==> src/rtl/sram_pack_writer.sv <==
// Packs a stream of DATA_W-bit words into PACK_N-word SRAM lines and writes each
// completed (or flushed) line at consecutive addresses from base_addr, stopping after DEPTH lines.
module sram_pack_writer #(
  parameter int DATA_W    = 32,
  parameter int PACK_N    = 3,
  parameter int ADDR_W    = 19,
  parameter int DEPTH     = 2**19,
  parameter int MSB_FIRST = 1
) (
  input  logic                       CLK,
  input  logic                       RSTn,
  input  logic                       enable,
  input  logic [ADDR_W-1:0]          base_addr,
  input  logic                       in_valid,
  input  logic [DATA_W-1:0]          in_data,
  output logic                       in_ready,
  input  logic                       flush,
  output logic                       wr_en,
  output logic [ADDR_W-1:0]          wr_addr,
  output logic [PACK_N*DATA_W-1:0]   wr_data,
  input  logic                       wr_ready,
  output logic [ADDR_W:0]            line_cnt,
  output logic                       done
);

  localparam int                SLOT_W    = $clog2(PACK_N);
  localparam int                LINE_W    = PACK_N * DATA_W;
  localparam logic [SLOT_W-1:0] LAST_SLOT = SLOT_W'(PACK_N - 1);
  localparam logic [ADDR_W:0]   DEPTH_C   = (ADDR_W + 1)'(DEPTH);

  typedef enum logic [1:0] {
    ST_IDLE,
    ST_FILL,
    ST_WRITE,
    ST_DONE
  } state_e;

  state_e              state_q, state_d;
  logic [SLOT_W-1:0]   slot_q,  slot_d;
  logic [LINE_W-1:0]   line_q,  line_d;
  logic [ADDR_W-1:0]   addr_q,  addr_d;
  logic [ADDR_W:0]     cnt_q,   cnt_d;
  logic                accept;

  // NOTE: every variable gets its hold value first so no path through the case leaves
  // one unassigned, which would otherwise infer a latch.
  always_comb begin
    state_d = state_q;
    slot_d  = slot_q;
    line_d  = line_q;
    addr_d  = addr_q;
    cnt_d   = cnt_q;
    accept  = (state_q == ST_FILL) && in_valid;

    unique case (state_q)
      ST_IDLE: begin
        state_d = ST_FILL;
        addr_d  = base_addr;
      end
      ST_FILL: begin
        if (accept) begin
          for (int i = 0; i < PACK_N; i++) begin
            if (slot_q == SLOT_W'(i)) begin
              line_d[((MSB_FIRST != 0) ? (PACK_N - 1 - i) : i) * DATA_W +: DATA_W] = in_data;
            end
          end
          // A flush alongside an accept closes the line after storing this word.
          if (slot_q == LAST_SLOT || flush) begin
            state_d = ST_WRITE;
            slot_d  = '0;
          end else begin
            slot_d  = slot_q + 1'b1;
          end
        end else if (flush && slot_q != '0) begin
          state_d = ST_WRITE;
          slot_d  = '0;
        end
      end
      ST_WRITE: begin
        if (wr_ready) begin
          line_d  = '0;
          cnt_d   = cnt_q + 1'b1;
          addr_d  = addr_q + 1'b1;
          state_d = (cnt_q + 1'b1 == DEPTH_C) ? ST_DONE : ST_FILL;
        end
      end
      ST_DONE: ;
      default: state_d = ST_IDLE;
    endcase

    // Dropping enable wins over everything, including a write still waiting on wr_ready.
    if (!enable) begin
      state_d = ST_IDLE;
      slot_d  = '0;
      line_d  = '0;
      cnt_d   = '0;
    end
  end

  // NOTE: state registers use non-blocking assignments so all flops update from the
  // same pre-edge values; the line register is a plain register, so resetting it is cheap.
  always_ff @(posedge CLK or negedge RSTn) begin
    if (!RSTn) begin
      state_q <= ST_IDLE;
      slot_q  <= '0;
      line_q  <= '0;
      addr_q  <= '0;
      cnt_q   <= '0;
    end else begin
      state_q <= state_d;
      slot_q  <= slot_d;
      line_q  <= line_d;
      addr_q  <= addr_d;
      cnt_q   <= cnt_d;
    end
  end

  assign in_ready = (state_q == ST_FILL);
  assign wr_en    = (state_q == ST_WRITE);
  assign done     = (state_q == ST_DONE);
  assign wr_addr  = addr_q;
  assign wr_data  = line_q;
  assign line_cnt = cnt_q;

endmodule

==> config.mk <==
export PLATFORM = sky130hd
export DESIGN_NAME = sram_pack_writer
export DESIGN_NICKNAME = d
export VERILOG_FILES = /design/src/rtl/sram_pack_writer.sv
export SDC_FILE = /design/constraint.sdc
export NUM_CORES = 1
export LEC_CHECK = 0
export ABC_AREA = 1
export CAP_MARGIN = 20
export CORE_MARGIN = 2
export CORE_UTILIZATION = 49
export DETAILED_ROUTE_END_ITERATION = 16
export PLACE_DENSITY = 0.9
export REMOVE_ABC_BUFFERS = 1
export SLEW_MARGIN = 10
export SYNTH_ARGS = -nofsm -noshare
export SYNTH_HDL_FRONTEND = slang
export SYNTH_SLANG_ARGS = --single-unit
==> constraint.sdc <==
create_clock -name CLK -period 2.7 [get_ports CLK]
set_input_delay 0.405 -clock CLK [delete_from_list [all_inputs] [get_ports CLK]]
set_output_delay 0.405 -clock CLK [all_outputs]
set_load 0.01 [all_outputs]
After elaboration in Yosys (flattened, before gate mapping)
Cells that the tools add are included.
W data, S select, Z words.
{ "word_totals": {"reg_bits": 139, "in_bits": 57, "out_inout_bits": 138, "wordCells": 68} }
{ "classes": {"addsub": 3, "n_eq_ne": 20, "mux": 24, "reduce_logical": 14} }
{ "op_table": {"columns": ["operator", "n"], "rows": [
  ["$mux W96", 3],
  ["$pmux W96 S2", 1],
  ["$mux W32", 3],
  ["$mux W20", 3],
  ["$pmux W19 S2", 1],
  ["$mux W2", 11],
  ["$add A20 B1 Y20 const B", 1],
  ["$eq A20 B20 Y1 const B", 1],
  ["$add A19 B1 Y19 const B", 1],
  ["$mux W19", 1],
  ["$reduce_and A4 Y1", 4],
  ["$ne A3 B2 Y1 const B", 5],
  ["$ne A2 B1 Y1 const B", 4],
  ["$eq A2 B2 Y1 const B", 3],
  ["$ne A3 B1 Y1 const B", 2],
  ["$pmux W2 S3", 1],
  ["$reduce_and A2 Y1", 3],
  ["$eq A2 B1 Y1 const B", 2],
  ["$logic_not A2 Y1", 2],
  ["$ne A4 B1 Y1 const B", 1],
  ["$ne A4 B2 Y1 const B", 1],
  ["$ne A4 B3 Y1 const B", 1],
  ["$reduce_bool A2 Y1", 2],
  ["$add A2 B1 Y2 const B", 1],
  ["2 further kinds", 3]
]} }

Logic depth before layout (Yosys ltp)
{ "logic_depth": {"depth_word": 6, "depth_mapped": 14, "depth_no_buf": 14} }

Least setup slack after synthesis
Ideal clock, no wire load.
{ "synth_path": {"kind": "register to register", "start": "register state_q[0]", "end": "register line_q[0], in the netlist wr_data[0]", "setup_ps": 125, "t_arrival_ps": 1839, "required_time_ps": 2575, "slack_ps": 736, "stages_incl_launch_ff": 10, "period_less_slack_ps": 1964, "path_cell_list": "dfrtp_1 > inv_1 > ha_1 > buf_4 > inv_4 > nor2_1 > nand2_1 > o2111a_4 > buf_6 > mux2_4"} }
{ "synth_rtl": {"columns": ["item", "line_no", "text"], "rows": [
  ["start, declared", "38", "state_e state_q, state_d;"],
  ["start signal, assigned", "110", "state_q <= state_d;"],
  ["$eq A2 B2 Y1 (*)", null, null],
  ["via wr_en", "18", "output logic wr_en,"],
  ["$ne A3 B1 Y1 (no line) (tied with other cells)", null, null],
  ["$reduce_and A4 Y1 (no line) / $mux W96 (equally long branches)", null, null],
  ["end signal, assigned", "112", "line_q <= line_d;"],
  ["end, declared", "40", "logic [LINE_W-1:0] line_q, line_d;"]
]} }
The timed path passes the listed nets; every way through them passes the cells marked *.
A chain may end at the register's enable or synchronous reset.

Final worst setup path
{ "layout_path": {"start": "register state_q[0]", "end": "output wr_en"} }
{ "layout_between": {"elab_chain_len": 1} }
{ "layout_rtl": {"columns": ["item", "line_no", "text"], "rows": [
  ["$eq A2 B2 Y1", "119", "assign wr_en = (state_q == ST_WRITE);"],
  ["end, declared", "18", null]
]} }
No other way between the ends.

==> impl_metrics.py <==
metrics = {
    "die": {
        "die_h_um": 125,
        "x_dimension_of_the_die_um": 125,
        "ioPinCount": 195,
        "placementRows": 44,
        "floorplan.initialDensity_pct": 49.8,
        "die-area_um2": 15600,
        "fp.coreArea_um2": 14400,
    },
    "global_route": {
        "grt_pass1_wl_mm": 30.4,
        "track_usage_pct": 24.1,
        "grt_pass1_vias": 5726,
        "gr-total-overflow": 0,
        "grt_max_degree": 60,
        "grt_antenna_before_repair": 0,
    },
    "final_layout": {
        "final_core_util_pct": 69.2,
        "post_route_cells_drive_above_1_share_pct": 18.5,
        "final_cell_area_um2": 9940,
        "nNetsFinal": 961,
        "areaGrowthSynthToFinish_pct": 39.1,
        "antennaDiodeCount": 0,
    },
    "sta": {
        "finalWorstPathRequiredPeriod_ns": 2.44,
        "setup_repair_after_global_routing_missed_its_margin": "false",
        "timing.max_slew.rel_slack_pct": 63.1,
        "report.final.slew_viol_count": 0,
        "layout_worst_path_cycle_share_pct": 90.2,
        "maxClockFrequency_ghz": 0.411,
        "tightest_slew_ns": 0.552,
        "report.final.hold_viol_count": 0,
        "fin_skew_ns": 0.00958,
        "setup_viol_count_final": 0,
        "final_total_negative_setup_slack_ns": 0,
    },
    "yosys": {
        "post-synth-top-area-fraction_pct": 48.7,
        "yosys_warnings": 0,
        "avg_inst_size_synth_um2": 10.3,
        "number_of_instances_in_the_synthesized_netlist": 691,
        "ys_ff_latch": 139,
        "count_of_unique_library_cells_instantiated_by_yosys": 41,
        "synth.area.top_cells": "dfrtp_1, mux2_4, nand2_1, inv_1, nor2_1",
        "yosysSeqAreaShare_pct": 48.7,
        "mappedNetlistArea_um2": 7150,
        "synth_top_area_cell": "dfrtp_1",
    },
    "clocking": {
        "post_cts.resized_instances": 0,
        "clk-insertion-delay-late_ns": 0.41,
        "number_of_clock_buffers_inserted_by_tritoncts": 17,
        "cts.htree.levels": 4,
        "sink_count_of_the_clock_tree": 139,
        "postCtsSetupBuffers": 0,
        "path_clk_slew_ns": 0.06,
        "cts-hold-fix-buffers": 1,
        "clock_tree_from_tritoncts": "built",
        "root_buffer": "clkbuf_16",
        "cts.path.max_buffers": 2,
    },
    "critical_path": {
        "critPathMaxFanout": 26,
        "setup.worst_path.start_class": "register",
        "cp_data_arrival_time_ns": 2.03,
        "slowest_delay_ns": 0.59,
        "setup.worst_path.end_class": "output pin",
        "cp_slowest_cell": "clkdlybuf4s50_1",
        "worstPathCellList": "inv_1, ha_1, buf_4, clkdlybuf4s50_1",
        "timing.setup.critical_path_class": "register to output pin",
        "critPathRequiredTime_ns": 2.30,
    },
    "routing": {
        "drc": 0,
        "drt-initial-drc-count": 348,
        "dr_total_vias": 5722,
        "drt.antenna.violating_nets": 0,
        "firstDrtPassIters": 5,
        "detail_route.wl_per_cell_um": 16.6,
        "detail_route.vias_per_cell": 5.24,
        "finalWirelength_mm": 18.2,
    },
    "power": {
        "switching_power_mw": 3.66,
        "swShare_pct": 33.4,
        "internal_power_mw": 7.31,
        "clkPwrFrac_pct": 22.1,
        "cell_pwr_density_nw_per_um2": 1100,
        "vdd_drop_max_mv": 0.557,
        "power.share.sequential_pct": 32.1,
        "comb_power_share_pct": 45.8,
        "static-leakage-power_nw": 4.71,
    },
    "placed_design": {
        "postPlaceCellArea_um2": 9320,
        "gp_congestion": 0.921,
        "numPortBuffers": 194,
        "place.detailed.hpwl_mm": 12.9,
    },
    "run_status": {
        "status": "complete, no violations",
    },
    "job": {
        "maxCapViolations": 0,
    },
    "min_path": {
        "min_path_type": "input pin to asynchronous set/reset pin",
    },
}
## worst paths after layout
check                            start     endpoint  slack, ns  cells after the start
max in group asynchronous         RSTn  wr_data[69]       1.37                      3
hold / removal                    RSTn   wr_data[9]       0.51                      2
min in group CLK           wr_data[61]  wr_data[61]       0.51                      1
hold reg to reg            wr_data[61]  wr_data[61]       0.51                      1
setup / recovery            state_q[0]        wr_en       0.26                      4
setup reg to reg            state_q[0]  wr_data[94]       0.41                      8
## per-layer routing
layer  vias to the layer above  track usage (%)  share of wire, %
met2                       222             39.2                48
met3                        28             5.41               5.9
met1                      2783             32.1                44
li1                       2689                -                 -
met5                         -                0                 0
met4                         0             8.13               2.2
## layout by cell type (no fill, tap or decap), types with 2 or more instances in the layout
master / n
a22oi_1: 2
mux2_2: 6
bufinv_16: 3
nand3_2: 3
buf_4: 8
a21oi_1: 14
nor2_1: 80
dfrtp_1: 139
nand3_1: 25
mux2_4: 90
xor2_1: 5
a31oi_1: 4
o21ai_1: 3
nor2_4: 3
clkdlybuf4s50_1: 193
nand3b_1: 2
clkbuf_16: 17
o21ai_0: 32
nor3_1: 5
nand4_1: 8
inv_8: 2
inv_6: 3
clkinv_4: 4
nand2_2: 6
o2111a_4: 3
buf_12: 5
nand2_1: 114
o22ai_1: 12
inv_1: 84
ha_1: 9
nor2_2: 6
## cell type report
| cell class | instances | area (um^2) |
|---|---|---|
| clock buffer | 18 | 429 |
| clock inverter | 14 | 186 |
| fill | 1036 | 4430 |
| inverter | 87 | 329 |
| multi-input combinational | 442 | 3180 |
| sequential | 139 | 3480 |
| tap | 184 | 230 |
| timing repair buffer | 208 | 2110 |
## Yosys cell counts (all sizes together)
master     n
dfrtp    139
nand2    120
mux2      96
nor2      89
inv       86
o21ai     35
nand3     28
buf       17
a21oi     15
o22ai     12
ha         9
nand4      8
clkbuf     6
nor3       6
xor2       5
a31oi      4
o2111a     3
a22oi      2
nand3b     2
or2        2
a32o       1
clkinv     1
o2111ai    1
o21a       1
o31ai      1
o32ai      1
xnor2      1
## kinds of logic (layout without fill, tap and decap cells)
| group | count (synthesis) | in the layout | share of synthesized area, % |
|---|---|---|---|
| compound gates | 76 | 76 | 6.70 |
| xor+xnor | 6 | 6 | 0.735 |
| fa+ha+maj | 9 | 9 | 1.58 |
| buf+inv | 110 | 327 | 6.91 |
| flops | 139 | 139 | 48.7 |
| mux | 96 | 96 | 19.8 |
| simple gates | 255 | 255 | 15.6 |
## worst max-delay path, delay by kind of cell (launching register included)
| kind | cells | cell delay, ns |
|---|---|---|
| buf+inv | 3 | 0.99 |
| flops | 1 | 0.42 |
| fa+ha+maj | 1 | 0.21 |
## stage by stage
| stage | worst slack, ns | power (mW) | hold WS [ns] | std cells |
|---|---|---|---|---|
| 2_1_floorplan | 0.142 | 6.03 | 0.109 | 668 |
| 3_3_place_gp | 0.336 | 8.38 | 0.395 | 1059 |
| 3_5_place_dp | 0.265 | 8.56 | 0.407 | 1059 |
| 4_1_cts | 0.226 | 11.1 | 0.512 | 1092 |
| 5_1_grt | 0.169 | 11.5 | 0.530 | 1092 |
| 6_report | 0.264 | 11.0 | 0.509 | 1092 |
## registers in the layout, indices dropped and copies added (netlist names)
signal and flops:
wr_data 96, slot_q 2, line_cnt 20, state_q 2, wr_addr 19
## power by group through the flow
| stage | registers [mW] | logic (mW) | clock network, mW |
|---|---|---|---|
| finish | 3.52 | 5.03 | 2.42 |
| global route | 3.61 | 5.36 | 2.57 |
| CTS | 3.51 | 5.07 | 2.48 |
| detailed placement | 3.52 | 5.05 | 0 |
| global placement | 3.49 | 4.88 | 0 |
| floorplan | 3.76 | 2.28 | 0 |
(Power assumes the default switching activity.)
